--- src/rtl/pool_pkg.sv ---
// pool_pkg: shared types and constants for the 2x2 pooling stage.
//   - FSM state enum for conv_maxpool_2x2
//   - byte / word / address widths
//   - words-per-row and pooled-pixel-count derivations from the input side
// Optional feature macro used by this slice: POOL_AVG_EN (see pool_reduce4).
package pool_pkg;

    localparam int BYTE_W      = 8;
    localparam int WORD_W      = 16;
    localparam int ADDR_W      = 12;
    localparam int POOL_IN_DIM = 14;

    // Two pixels per word, so one input row spans dim/2 words; the pooled
    // map is (dim/2) x (dim/2) pixels.
    function automatic int words_per_row(input int dim);
        return dim / 2;
    endfunction

    function automatic int pooled_count(input int dim);
        return (dim / 2) * (dim / 2);
    endfunction

    typedef enum logic [2:0] {
        ST_IDLE,
        ST_ADDR_T,
        ST_ADDR_B,
        ST_CAP_T,
        ST_CAP_B,
        ST_WRITE,
        ST_DONE
    } pool_state_t;

endpackage

--- src/rtl/pool_reduce4.sv ---
// pool_reduce4: combinational 2x2 window reduction.
// Ports:
//   i_a, i_b, i_c, i_d : four signed window bytes
//   o_y                : reduced signed byte
// Macro POOL_AVG_EN: defined -> floor average of the four bytes,
//                    undefined -> signed maximum.
module pool_reduce4
    import pool_pkg::*;
(
    input  logic signed [BYTE_W-1:0] i_a,
    input  logic signed [BYTE_W-1:0] i_b,
    input  logic signed [BYTE_W-1:0] i_c,
    input  logic signed [BYTE_W-1:0] i_d,
    output logic signed [BYTE_W-1:0] o_y
);

`ifdef POOL_AVG_EN
    // 10 bits hold the sum of four signed bytes without overflow.
    logic signed [BYTE_W+1:0] w_sum;
    logic signed [BYTE_W+1:0] w_shr;

    assign w_sum = {{2{i_a[BYTE_W-1]}}, i_a} + {{2{i_b[BYTE_W-1]}}, i_b}
                 + {{2{i_c[BYTE_W-1]}}, i_c} + {{2{i_d[BYTE_W-1]}}, i_d};
    assign w_shr = w_sum >>> 2;
    assign o_y   = w_shr[BYTE_W-1:0];
`else
    logic signed [BYTE_W-1:0] w_m01;
    logic signed [BYTE_W-1:0] w_m23;

    assign w_m01 = (i_a > i_b) ? i_a : i_b;
    assign w_m23 = (i_c > i_d) ? i_c : i_d;
    assign o_y   = (w_m01 > w_m23) ? w_m01 : w_m23;
`endif

endmodule

--- src/rtl/conv_maxpool_2x2.sv ---
// conv_maxpool_2x2: reads a packed IN_DIM x IN_DIM signed-byte map from the
// output SRAM, reduces every non-overlapping 2x2 window and writes the packed
// pooled map to the scratchpad SRAM.
// Ports:
//   clk, reset_b                    clock, async active-low reset
//   pool_run / pool_busy            start request / pass in progress
//   output_sram_read_address/_data  read port, one-cycle read latency
//   scratchpad_sram_write_*         write strobe, address and data
// Macro POOL_AVG_EN selects average instead of max pooling (in pool_reduce4).
//
// state   | meaning
// IDLE    | waiting for pool_run
// ADDR_T  | register top-row word address
// ADDR_B  | register bottom-row word address
// CAP_T   | top word on the read bus, latch it
// CAP_B   | bottom word on the bus, reduce; park high byte or go write
// WRITE   | write strobe for one packed word
// DONE    | last word written, drop busy
module conv_maxpool_2x2
    import pool_pkg::*;
#(
    parameter int                IN_DIM   = POOL_IN_DIM,
    parameter logic [ADDR_W-1:0] IN_BASE  = 12'd0,
    parameter logic [ADDR_W-1:0] OUT_BASE = 12'd0
) (
    input  logic              clk,
    input  logic              reset_b,
    input  logic              pool_run,
    output logic              pool_busy,
    output logic [ADDR_W-1:0] output_sram_read_address,
    input  logic [WORD_W-1:0] output_sram_read_data,
    output logic              scratchpad_sram_write_enable,
    output logic [ADDR_W-1:0] scratchpad_sram_write_addresss,
    output logic [WORD_W-1:0] scratchpad_sram_write_data
);

    localparam int                W      = words_per_row(IN_DIM);
    localparam logic [ADDR_W-1:0] W_A    = ADDR_W'(W);
    localparam logic [ADDR_W-1:0] W2_A   = ADDR_W'(2 * W);
    localparam logic [ADDR_W-1:0] LAST_P = ADDR_W'(pooled_count(IN_DIM) - 1);

    pool_state_t       r_state;
    logic              r_busy;
    logic [ADDR_W-1:0] r_rd_addr;
    logic [ADDR_W-1:0] r_row_base;
    logic [ADDR_W-1:0] r_col;
    logic [ADDR_W-1:0] r_p;
    logic              r_slot;
    logic [BYTE_W-1:0] r_hi;
    logic [WORD_W-1:0] r_top;
    logic              r_we;
    logic [ADDR_W-1:0] r_wr_addr;
    logic [WORD_W-1:0] r_wr_data;

    logic              w_last;
    logic [BYTE_W-1:0] w_red;
    logic [ADDR_W-1:0] w_next_col;
    logic [ADDR_W-1:0] w_next_row_base;

    assign w_last = (r_p == LAST_P);

    // Column walk: wrapping the column skips the bottom row of the pair.
    assign w_next_col      = (r_col == W_A - 12'd1) ? '0 : r_col + 12'd1;
    assign w_next_row_base = (r_col == W_A - 12'd1) ? r_row_base + W2_A : r_row_base;

    pool_reduce4 u_reduce (
        .i_a (r_top[15:8]),
        .i_b (r_top[7:0]),
        .i_c (output_sram_read_data[15:8]),
        .i_d (output_sram_read_data[7:0]),
        .o_y (w_red)
    );

    always_ff @(posedge clk or negedge reset_b) begin
        if (!reset_b) begin
            r_state    <= ST_IDLE;
            r_busy     <= 1'b0;
            r_rd_addr  <= '0;
            r_row_base <= '0;
            r_col      <= '0;
            r_p        <= '0;
            r_slot     <= 1'b0;
            r_hi       <= '0;
            r_top      <= '0;
            r_we       <= 1'b0;
            r_wr_addr  <= '0;
            r_wr_data  <= '0;
        end else begin
            r_we <= 1'b0;
            case (r_state)
                ST_IDLE: begin
                    if (pool_run) begin
                        r_busy     <= 1'b1;
                        r_row_base <= IN_BASE;
                        r_col      <= '0;
                        r_p        <= '0;
                        r_slot     <= 1'b0;
                        r_wr_addr  <= OUT_BASE;
                        r_state    <= ST_ADDR_T;
                    end
                end
                ST_ADDR_T: begin
                    r_rd_addr <= r_row_base + r_col;
                    r_state   <= ST_ADDR_B;
                end
                ST_ADDR_B: begin
                    r_rd_addr <= r_row_base + r_col + W_A;
                    r_state   <= ST_CAP_T;
                end
                ST_CAP_T: begin
                    r_top   <= output_sram_read_data;
                    r_state <= ST_CAP_B;
                end
                ST_CAP_B: begin
                    if (!r_slot && !w_last) begin
                        r_hi       <= w_red;
                        r_slot     <= 1'b1;
                        r_p        <= r_p + 12'd1;
                        r_col      <= w_next_col;
                        r_row_base <= w_next_row_base;
                        r_state    <= ST_ADDR_T;
                    end else begin
                        // A lone last pixel lands in the high byte, low byte padded.
                        r_wr_data <= r_slot ? {r_hi, w_red} : {w_red, 8'h00};
                        r_we      <= 1'b1;
                        r_state   <= ST_WRITE;
                    end
                end
                ST_WRITE: begin
                    r_wr_addr <= r_wr_addr + 12'd1;
                    if (w_last) begin
                        r_state <= ST_DONE;
                    end else begin
                        r_p        <= r_p + 12'd1;
                        r_slot     <= 1'b0;
                        r_col      <= w_next_col;
                        r_row_base <= w_next_row_base;
                        r_state    <= ST_ADDR_T;
                    end
                end
                ST_DONE: begin
                    r_busy  <= 1'b0;
                    r_state <= ST_IDLE;
                end
                default: r_state <= ST_IDLE;
            endcase
        end
    end

    assign pool_busy                     = r_busy;
    assign output_sram_read_address      = r_rd_addr;
    assign scratchpad_sram_write_enable  = r_we;
    assign scratchpad_sram_write_addresss = r_wr_addr;
    assign scratchpad_sram_write_data    = r_wr_data;

endmodule

--- config.mk ---
export PLATFORM = sky130hd
export DESIGN_NAME = conv_maxpool_2x2
export DESIGN_NICKNAME = d
export VERILOG_FILES = /design/src/rtl/pool_pkg.sv /design/src/rtl/pool_reduce4.sv /design/src/rtl/conv_maxpool_2x2.sv
export SDC_FILE = /design/constraint.sdc
export NUM_CORES = 1
export LEC_CHECK = 0
export BUFFER_PORTS_ARGS = -buffer_cell sky130_fd_sc_hd__buf_4
export CAP_MARGIN = 20
export CORE_MARGIN = 2
export CORE_UTILIZATION = 35
export DETAILED_ROUTE_END_ITERATION = 10
export PLACE_DENSITY = 0.49
export RECOVER_POWER = 50
export REMOVE_ABC_BUFFERS = 1
export SYNTH_ARGS = -nofsm -noshare
export SYNTH_HDL_FRONTEND = slang
export SYNTH_SLANG_ARGS = --single-unit
--- constraint.sdc ---
create_clock -name clk -period 8.1 [get_ports clk]
set_clock_uncertainty 0.05 [all_clocks]
set_input_delay 0.81 -clock clk [delete_from_list [all_inputs] [get_ports clk]]
set_output_delay 0.81 -clock clk [all_outputs]
set_load 0.01 [all_outputs]
**Word-level counts from Yosys, hierarchy flattened**

Index checks and enable logic that the tools add are counted.

- Magnitude comparators: 3
- Mux-type cells: 30
- Bitwise gates (word level): 1
- $add $sub $neg: 6
- Reduce and logical (&&, ||, !) cells: 13
- Eq/ne operators: 11

Operators with widths:

| operator | number |
|---|---|
| $mux 12 | 9 |
| $pmux 12 s3 | 3 |
| $pmux 12 s2 | 2 |
| $add 12x1->12 const B | 3 |
| $gt 8x8->1 | 3 |
| $mux 8 | 3 |
| $pmux 3 s6 | 1 |
| $mux 16 | 1 |
| $add 12x12->12 | 1 |
| $add 12x3->12 const B | 1 |
| $add 12x4->12 const B | 1 |
| $eq 12x3->1 const B | 1 |
| $eq 12x6->1 const B | 1 |
| $eq 3x3->1 const B | 3 |
| $mux 3 | 3 |
| $reduce_and 2->1 | 4 |
| $eq 3x2->1 const B | 2 |
| $mux 1 | 6 |
| $ne 2x2->1 const B | 3 |
| $reduce_bool 2->1 | 3 |
| $reduce_and 4->1 | 1 |
| $eq 3x1->1 const B | 1 |
| $logic_not 3->1 | 1 |
| $pmux 1 s3 | 1 |
| 5 further kinds | 6 |

- Logic and storage cells: 76
- Register bits after elaboration: 106
- Output and inout bits: 42
- Input bits: 19

**Logic depth before layout (Yosys ltp)**

Gate-level depths: netlist of run 1.

- Depth in word-level cells: 5
- Depth in mapped cells: 18

**By module**

From an unflattened synthesis of run 1, not the netlist that was laid out.

- Cell total of the unflattened synthesis: 713
- Area, all modules: 6585.1 µm²

By module, submodules not included:

| module | cells each | times used | area an instance (µm²) | seq. area each (µm²) |
|---|---|---|---|---|
| conv_maxpool_2x2 | 539 | 1 | 5417.7 | 2627.5 |
| pool_reduce4 | 174 | 1 | 1167.4 | 0.0 |

**Worst setup path after synthesis of run 1**

No wires, ideal clock.

- Path kind: input to register
- From: in output_sram_read_data[5]
- To: reg r_wr_data[11] (netlist: scratchpad_sram_write_data[11])
- Arrival: 3.828 ns
- Path slack: 4.096 ns
- Library setup time: 0.126 ns
- Buffers on the path: 0
- Stages: 16
- Data required time: 7.924 ns
- Path through: inv_1 ha_1 a211oi_1 nor3b_1 a21oi_1 nand3b_1 o221ai_1 ha_1 nor2b_1 o21a_1 o21ai_0 a21oi_1 nor3_1 o22ai_1 mux2i_1 a221o_1

- Word-level cells in the longest chain between the ends: 5

RTL lines:

| what | line | RTL |
|---|---|---|
| start, declared | conv_maxpool_2x2.sv:31 | `input logic [WORD_W-1:0] output_sram_read_data,` |
| $gt 8x8->1 | pool_reduce4.sv:31 | `assign w_m23 = (i_c > i_d) ? i_c : i_d;` |
| $mux 8 (*) | pool_reduce4.sv:31 |  |
| $gt 8x8->1 | pool_reduce4.sv:32 | `assign o_y = (w_m01 > w_m23) ? w_m01 : w_m23;` |
| $mux 8 (*) | pool_reduce4.sv:32 |  |
| $mux 16 (*) | conv_maxpool_2x2.sv:124 | `r_wr_data <= r_slot ? {r_hi, w_red} : {w_red, 8'h00};` |
| end signal, assigned | conv_maxpool_2x2.sv:124 |  |
| end, declared | conv_maxpool_2x2.sv:53 | `logic [WORD_W-1:0] r_wr_data;` |

Mark *: on every way between the ends. The rest lies on a longest branch, timed or not.
A chain may end at the register's enable or synchronous reset.

**Final worst setup path of run 1**

- From: reg r_top[7]
- To: reg r_wr_data[11] (netlist: scratchpad_sram_write_data[11])

- Word-level cells in the longest chain between the ends: 5

RTL lines:

| what | line | RTL |
|---|---|---|
| start, declared | conv_maxpool_2x2.sv:50 | `logic [WORD_W-1:0] r_top;` |
| start signal, assigned | conv_maxpool_2x2.sv:111 | `r_top <= output_sram_read_data;` |
| $gt 8x8->1 | pool_reduce4.sv:30 | `assign w_m01 = (i_a > i_b) ? i_a : i_b;` |
| $mux 8 (*) | pool_reduce4.sv:30 |  |
| $gt 8x8->1 | pool_reduce4.sv:32 |  |
| $mux 8 (*) | pool_reduce4.sv:32 |  |
| $mux 16 (*) | conv_maxpool_2x2.sv:124 |  |

Marks and branches as above.

==> impl_metrics.ini, run 1 <==
[timing]
fin_crit_ns = 4.66
maxSlewViolCount = 49
max_freq_mhz = 215
setup_viol = 0
tightest_slew_ns = 2.73
max_slew_margin = -0.823
period_share = 0.575
rsz0062_at_grt = no
setup_ws_ns = 3.44
finalHoldViolCount = 0
tns_ns = 0

[detailed_routing]
dr.pass1.iters = 4
drt-initial-drc-count = 339
wl_um = 16800
route.detailed.drc = 0
drtAntennaViolNets = 0
wl_per_cell_um = 16.8
vias = 5474
post_drt_via_cell_ratio = 5.45

[hold_path]
min_path_type = flop to flop
hold_end = output_sram_read_address[8]
min-delay-start = output_sram_read_address[8]
hold_depth = 2

[yosys]
yosys_warnings = 0
synth_compound_area_frac = 0.178
syn_area_per_cell_sq_um = 8.91
yosys.area.top_type_share = 0.409
ys_ff_latch = 105
synth_flop_cell = dfrtp_1
synth_area_leader_cell = dfrtp_1
synth.area.mux_share = 0.0498
yosys.area_share.simple = 0.195
yosysMostFrequentCell = dfrtp_1
synth_area_sq_um = 6430
synth_common_cells = dfrtp_1, o21ai_0, nand2_1
synthAdderAreaFrac = 0.0798
netlist_instances = 721
synth-xor-area-share = 0.0450
synth_edf_count = 0
ys_async_sr_fraction = 1.00
synth_top_family_by_area = simple AND/OR/NAND/NOR gates
synth_cell_types = 64
ys_top_cells_by_area = dfrtp_1, ha_1, o21ai_0
synth-seq-area-share = 0.409

[clock_network]
clk_path_buf_depth = 2
post-cts-setup-buffers = 0
cts_sinks = 105
cts_hold_buf = 0
cts_tree = built
clock_latency_ns = 0.36
root_buffer = clkbuf_16
clkTransAtPathRegs_ns = 0.07
post_cts_resized = 0
htree_num_levels = 3
cts_buffers = 9

[pwr]
p_per_area_nw_per_um2 = 361
ir_worst_vdd_mv = 0.185
p_leak_nw = 3.34

[grt]
grt_most_used_layer = met2
met2_usage = 0.274
grt_max_degree = 59
grt_usage = 0.177
grt_first_pass_wirelength_um = 27800
grt_overflow_total = 0
use_met1 = 0.257
antenna_found_initial = 0
grt_pass1_vias = 5316
met3_usage = 0.0379

[critical_path]
crit_type = flop to flop
worstPathMaxFanout = 15
r2r-end = scratchpad_sram_write_data[11]
cp.required_ns = 8.29
reg2reg_from = r_top[7]
critPathCaptureType = flop
regToRegSetupSlack_ns = 3.44
worstSetupStartpoint = r_top[7]
crit_arrival_ns = 4.85
reg2regPathDepth = 17
start_kind = flop

[place]
io_buffers = 60
place_worst_setup_slack_ns = 3.30
gp_congestion = 0.840
placed_area_sq_um = 7100
dpl.hpwl_um = 12300

[run]
max_cap_violations = 1

[finish]
syn2layout_area_growth_pct = 12.8
design_area_sq_um = 7250
fin_nets = 830
diodes = 0
drive_above_1_share = 0.0839
final_util = 0.403

[run_status]
violations = max-capacitance violations, max-slew violations
status = finished with violations

[floorplan]
core_area_sq_um = 18000
die_h_um = 140
dieWidth_um = 140
start_util = 0.358
std_cell_rows = 49
num_io_pins = 61
dieArea_sq_um = 19500
## registers in the layout (all words and copies together) (netlist names)
| name | cells |
|---|---|
| r_state | 3 |
| r_p | 12 |
| r_hi | 8 |
| scratchpad_sram_write_data | 16 |
| scratchpad_sram_write_enable | 1 |
| r_col | 12 |
| pool_busy | 1 |
| r_top | 16 |
| scratchpad_sram_write_addresss | 12 |
| r_slot | 1 |
| output_sram_read_address | 12 |
| r_row_base | 11 |
## metal layers
| layer | wire, um | up-vias |
|---|---|---|
| li1 | - | 2675 |
| met1 | 8410 | 2684 |
| met2 | 7650 | 102 |
| met3 | 608 | 13 |
| met4 | 172 | 0 |
| met5 | 0 | - |
## worst max-delay path, cell delays in order, from the launching register on
cell      delay [ns]
dfrtp_1         0.38
inv_1           0.07
ha_1            0.56
inv_1           0.13
or4_1           0.45
o21ai_0         0.12
a311oi_2        0.12
o221ai_1        0.38
inv_1           0.08
ha_1            0.30
nor2b_1         0.14
o21a_1          0.11
o21ai_0         0.07
a21oi_1         0.13
nor3_1          0.06
o22ai_1         0.73
mux2i_1         0.27
a221o_1         0.38
## worst max-delay path by stage
stage | cells after the start | endpoint | slack, ns
6_report | 17 | scratchpad_sram_write_data[11] | 3.44
5_1_grt | 17 | scratchpad_sram_write_data[15] | 3.05
4_1_cts | 17 | scratchpad_sram_write_data[11] | 3.52
3_5_place_dp | 16 | scratchpad_sram_write_data[15] | 3.30
3_3_place_gp | 15 | scratchpad_sram_write_data[15] | 3.39
2_1_floorplan | 16 | scratchpad_sram_write_data[11] | 4.10
## cells in the final DEF (no fill, tap or decap), types with 6 or more instances in the layout
cell       Yosys  final
a21oi_1       30     30
xor2_1        20     20
inv_1         44     45
o21ai_0       89     89
buf_4          0     22
nand2b_1       7      7
nor2_1        56     56
nor3_1        12     12
mux2i_1       14     14
dfrtp_1      105    105
o221ai_1      10     10
xnor2_1       13     13
or3_1         11     11
nand4_1       11     11
nand2_1       80     80
nand3_1       25     25
ha_1          41     41
and3_1        24     24
mux2_2        16     16
clkbuf_16      0      9
a31oi_1        6      6
clkbuf_1      27     44
## power breakdown
group,switching (mW),internal [mW]
combinational,0.819,0.530
sequential,0.137,0.663
clock,0.219,0.247
## cell type report
cell class                      count  area (sq um)
Tap cell                          229           287
Multi-Input combinational cell    543          3520
Inverter                           45           169
Clock buffer                        9           225
Sequential cell                   105          2630
Timing Repair Buffer               66           330
Clock inverter                      7          83.8
Fill cell                        1867         10700
## through the flow
step,instances,hold WS (ns),power [mW]
final,1004,0.431,2.61
after global routing,1004,0.473,2.85
after CTS,1003,0.444,2.68
after detailed placement,987,0.427,2.20
after global placement,987,0.416,2.16
after floorplan,693,0.416,1.73
## cell families (layout without fill, tap and decap cells)
logic type	Yosys count	in the layout
muxes	30	30
buffers and inverters	73	127
adders and majority gates	41	41
xor gates and xnor gates	33	33
AOI/OAI and AO/OA	185	185
and+or+nand+nor	254	254
DFF	105	105
(Power assumes the default switching activity.)
==> inputs of run 2 (changes only) <==
--- a/config.mk
+++ b/config.mk
@@ -10,7 +10,7 @@
 export CORE_MARGIN = 2
 export CORE_UTILIZATION = 35
 export DETAILED_ROUTE_END_ITERATION = 10
-export PLACE_DENSITY = 0.49
+export PLACE_DENSITY = 0.51
 export RECOVER_POWER = 50
 export REMOVE_ABC_BUFFERS = 1
 export SYNTH_ARGS = -nofsm -noshare
==> constraint.sdc (replaced) <==
create_clock -name clk -period 3.8 [get_ports clk]
set_clock_uncertainty 0.05 [all_clocks]
set_input_delay 0.38 -clock clk [delete_from_list [all_inputs] [get_ports clk]]
set_output_delay 0.38 -clock clk [all_outputs]
set_load 0.01 [all_outputs]
==> impl_metrics.ini, run 2 (same netlist as run 1, synthesis figures left out) <==
[run_status]
status = finished with violations
violations = max-capacitance violations, max-slew violations

[detailed_routing]
wl_per_cell_um = 16.4
post_drt_via_cell_ratio = 5.41
drt-initial-drc-count = 357
wl_um = 16900
dr.pass1.iters = 4
route.detailed.drc = 0
vias = 5554
drtAntennaViolNets = 0

[pwr]
pwr-share-seq = 0.251
switching_share = 0.443
p_per_area_nw_per_um2 = 883
clkPwrFrac = 0.149
internal_power_mw = 3.80
p_leak_nw = 3.51
p_total_mw = 6.82
p_switching_mw = 3.02
ir_worst_vdd_mv = 0.473
share_comb_of_total_power = 0.600

[finish]
n_fill_cell = 1796
final_util = 0.430
fin_nets = 853
diodes = 0
design_area_sq_um = 7720
syn2layout_area_growth_pct = 20.1
final_common_cell = dfrtp_1
drive_above_1_share = 0.155
final_cell_mix = dfrtp_1, nand2_1, o21ai_0, nor2_1

[critical_path]
path_cells = ha_1 > nor2b_1 > o21a_1 > o21ai_2 > o2bb2ai_4 > o32a_1 > o221ai_2 > inv_1 > ha_4 > nor2b_1 > o21a_1 > o21ai_2 > a21oi_1 > nor3_1 > o22ai_1 > buf_4 > mux2i_4 > a221o_1
reg2regPathDepth = 18
worstPathMaxFanout = 6
crit_type = flop to flop
path_depth = 18
start_kind = flop
cp_slowest_cell = dfrtp_1
critPathCaptureType = flop
slowest_delay_ns = 0.41
cp.required_ns = 4.00
worst-path-buf-inv = 2
crit_arrival_ns = 3.95
cp_top_family = compound AO/OA/AOI/OAI gates

[timing]
max_slew_margin = -0.214
whs_ns = 0.243
max_freq_mhz = 267
finalHoldViolCount = 0
setup_viol = 0
fin_crit_ns = 3.75
period_share = 0.987
tns_ns = 0
maxSlewViolCount = 72
tightest_slew_ns = 1.82
rsz0062_at_grt = yes

[place]
dpl.hpwl_um = 12200
gp_congestion = 0.896
placed_area_sq_um = 7240
io_buffers = 60

[hold_path]
min_path_type = input port to flop
hold_depth = 2

[grt]
antenna_found_initial = 0
grt_first_pass_wirelength_um = 28100
grt_max_degree = 72
grt_overflow_total = 0
grt_pass1_vias = 5415
grt_usage = 0.178

[floorplan]
dieArea_sq_um = 19500
std_cell_rows = 49
core_area_sq_um = 18000
dieWidth_um = 140
start_util = 0.358
num_io_pins = 61
die_h_um = 140

[clock_network]
clk_path_buf_depth = 2
clkTransAtPathRegs_ns = 0.08
cts_hold_buf = 0
cts_tree = built
cts_sinks = 105
htree_num_levels = 3
root_buffer = clkbuf_16
cts_buffers = 9
clock_latency_ns = 0.36

[run]
max_cap_violations = 1
-- run 2: worst reg2reg max path, cell delays in order (launching register included) --
cell and delay [ns]:
dfrtp_1 0.41, ha_1 0.32, nor2b_1 0.14, o21a_1 0.17
o21ai_2 0.18, o2bb2ai_4 0.17, o32a_1 0.27, o221ai_2 0.13
inv_1 0.11, ha_4 0.20, nor2b_1 0.13, o21a_1 0.17
o21ai_2 0.11, a21oi_1 0.07, nor3_1 0.19, o22ai_1 0.12
buf_4 0.20, mux2i_4 0.21, a221o_1 0.30
-- run 2: final cells by class --
cell class | instances | area [sq um] | area share
clock buffer | 10 | 239 | 0.0310
clock inverter | 6 | 78.8 | 0.0102
inverter | 45 | 169 | 0.0219
tap | 229 | 287 | 0.0371
multi-input combinational | 543 | 3800 | 0.492
timing repair buffer | 89 | 520 | 0.0674
sequential | 105 | 2630 | 0.340
-- run 2: layer usage --
layer  vias up  global-route usage  share of wire
met5         -                   0              0
met4         0              0.0452          0.014
met3        16              0.0440          0.045
met2        95               0.275           0.45
met1      2717               0.250           0.49
li1       2726                   -              -
-- run 2: through the flow --
| step | worst slack, ns | cells |
|---|---|---|
| after global routing | -0.131 | 1027 |
| after CTS | 0.000576 | 1022 |
| after detailed placement | -0.0291 | 1006 |
| after floorplan | 0.0235 | 693 |
| final | 0.0484 | 1027 |
| after global placement | 0.0174 | 1005 |
-- run 2: timing repair --
item                                    CTS  global route
endpoints found under the setup margin   10            24
setup buffers                             0             6
pin swaps                                 1            18
gates resized for setup                   3            63
-- run 2: path summary, 6_finish.rpt --
check	start	end	slack (ns)
max	r_top[9]	scratchpad_sram_write_data[11]	0.05
min reg2reg	output_sram_read_address[8]	output_sram_read_address[8]	0.43
min in group asynchronous	reset_b	output_sram_read_address[11]	0.46
min	output_sram_read_data[12]	r_top[12]	0.24
max in group asynchronous	reset_b	r_p[2]	1.48
max reg2reg	r_top[9]	scratchpad_sram_write_data[11]	0.05
-- run 2: power groups by stage --
stage	registers (mW)	clock network (mW)	logic [mW]
after global routing	1.75	1.10	4.51
after detailed placement	1.71	0	3.19
after floorplan	1.69	0	2.00
after global placement	1.70	0	3.13
final	1.71	1.02	4.09
after CTS	1.69	1.05	3.25
==> inputs of run 3 (changes only) <==
--- a/config.mk
+++ b/config.mk
@@ -5,12 +5,14 @@
 export SDC_FILE = /design/constraint.sdc
 export NUM_CORES = 1
 export LEC_CHECK = 0
-export BUFFER_PORTS_ARGS = -buffer_cell sky130_fd_sc_hd__buf_4
+export BUFFER_PORTS_ARGS = -buffer_cell sky130_fd_sc_hd__buf_2
 export CAP_MARGIN = 20
+export CELL_PAD_IN_SITES_DETAIL_PLACEMENT = 2
+export CELL_PAD_IN_SITES_GLOBAL_PLACEMENT = 2
 export CORE_MARGIN = 2
-export CORE_UTILIZATION = 35
+export CORE_UTILIZATION = 34
 export DETAILED_ROUTE_END_ITERATION = 10
-export PLACE_DENSITY = 0.51
+export PLACE_DENSITY = 0.74
 export RECOVER_POWER = 50
 export REMOVE_ABC_BUFFERS = 1
 export SYNTH_ARGS = -nofsm -noshare
==> impl_metrics.ini, run 3 (same netlist as run 1, synthesis figures left out) <==
[run_status]
status = finished with violations
violations = max-capacitance violations, max-slew violations, negative setup slack

[grt]
grt_pass1_vias = 6707
grt_first_pass_wirelength_um = 36500
grt_overflow_total = 0
grt_usage = 0.230
antenna_found_initial = 0
grt_max_degree = 64

[clock_network]
cts_buffers = 9
cts_sinks = 105
clkTransAtPathRegs_ns = 0.09
cts_hold_buf = 0
clk_path_buf_depth = 2
root_buffer = clkbuf_16
clock_latency_ns = 0.38
htree_num_levels = 3
cts_tree = built

[place]
placed_cells = 1044
dpl.hpwl_um = 16100
io_buffers = 60
placed_area_sq_um = 7360
gp_congestion = 0.844
place_worst_setup_slack_ns = -0.542

[critical_path]
reg2regPathDepth = 20
cp.required_ns = 4.04
worstPathMaxFanout = 7
critPathCaptureType = flop
reg2reg_from = r_top[1]
regToRegSetupSlack_ns = -0.26
cp_slowest_cell = dfrtp_1
start_kind = flop
r2r-end = r_hi[6]
crit_arrival_ns = 4.30
crit_type = flop to flop
slowest_delay_ns = 0.45
path_cells = inv_2 > ha_4 > nor2b_4 > o21a_1 > o21ai_2 > o2bb2ai_4 > o32a_4 > buf_4 > o221ai_4 > inv_1 > ha_2 > nor2b_4 > o21a_1 > o21ai_2 > a21oi_2 > nor3_2 > o22ai_4 > buf_6 > mux2_4 > mux2i_1

[detailed_routing]
route.detailed.drc = 0
drt-initial-drc-count = 305
wl_um = 25700
wl_per_cell_um = 23.8
post_drt_via_cell_ratio = 5.73
vias = 6189
drtAntennaViolNets = 0
dr.pass1.iters = 5

[pwr]
p_per_area_nw_per_um2 = 996
ir_worst_vdd_mv = 0.430
p_leak_nw = 3.83
p_total_mw = 8.13

[run]
max_cap_violations = 1

[timing]
maxSlewViolCount = 64
max_slew_margin = -0.176
whs_ns = 0.274
tightest_slew_ns = 1.76
max_freq_mhz = 246
rsz0062_at_grt = yes
fin_crit_ns = 4.06
setup_viol = 24
tns_ns = -4.54
finalHoldViolCount = 0
period_share = 1.07
setup_ws_ns = -0.260

[floorplan]
die_h_um = 141
core_area_sq_um = 18600
dieWidth_um = 141
std_cell_rows = 50
start_util = 0.345
num_io_pins = 61
dieArea_sq_um = 20000

[finish]
syn2layout_area_growth_pct = 27.0
final_util = 0.438
drive_above_1_share = 0.254
n_fill_cell = 2019
fin_nets = 901
final_cell_mix = dfrtp_1, nand2_1, o21ai_0, buf_4, nor2_1
design_area_sq_um = 8160
diodes = 0
final_common_cell = dfrtp_1
stdcell_count = 1080

[hold_path]
hold_depth = 3
min-delay-start = output_sram_read_data[6]
hold_end = r_top[6]
min_path_type = input port to flop
-- run 3: changes by cell type in the layout (fill, tap and decap cells not counted), moves of 4 or more --
cell / delta
inv_1: -5
buf_2: +47
clkbuf_1: -30
ha_4: +6
inv_2: +5
ha_1: -7
buf_4: +30
o21ai_2: -4
-- run 3: power breakdown --
group	total [mW]	internal [mW]	switching, mW
Clock	1.00	0.484	0.519
Combinational	5.36	2.47	2.89
Sequential	1.77	1.41	0.353
Total	8.13	4.37	3.76
-- run 3: cell type report --
class	count	area, sq um	area share
repair buffers	137	888	0.109
well taps	234	293	0.0359
flip-flops and latches	105	2630	0.322
multi-input cells	543	3870	0.475
clock inverters	6	67.6	0.00828
clock buffers	10	239	0.0293
inverters	45	169	0.0207
-- run 3: what timing repair did --
item                       CTS  global route
pin swaps                    5            22
resized for setup           18            57
hold endpoints to repair     0             0
setup buffers                8            12
setup endpoints to repair   24            24
-- run 3: worst max-delay path by stage --
stage	startpoint	endpoint	slack, ns	depth (start not counted)
final	r_top[1]	r_hi[6]	-0.26	20
after global routing	r_top[1]	scratchpad_sram_write_data[2]	-0.35	21
after CTS	r_top[1]	scratchpad_sram_write_data[2]	-0.002	19
after detailed placement	output_sram_read_data[5]	scratchpad_sram_write_data[11]	-0.54	17
after global placement	r_top[1]	scratchpad_sram_write_data[11]	-0.31	18
after floorplan	r_top[15]	scratchpad_sram_write_data[11]	0.02	16
-- run 3: per-layer routing --
layer | up-vias | share of wire | GRT usage
li1 | 2812 | - | -
met1 | 3174 | 0.41 | 0.285
met2 | 139 | 0.53 | 0.414
met3 | 64 | 0.033 | 0.0371
met4 | 0 | 0.035 | 0.0684
met5 | - | 0 | 0
-- run 3: critical path, delay by kind of cell (launching register included) --
family / cells / cell delay, ns
buf+inv: 4 / 0.51
compound gates: 9 / 1.60
flops: 1 / 0.45
fa+ha+maj: 2 / 0.44
simple gates: 3 / 0.43
mux: 2 / 0.48
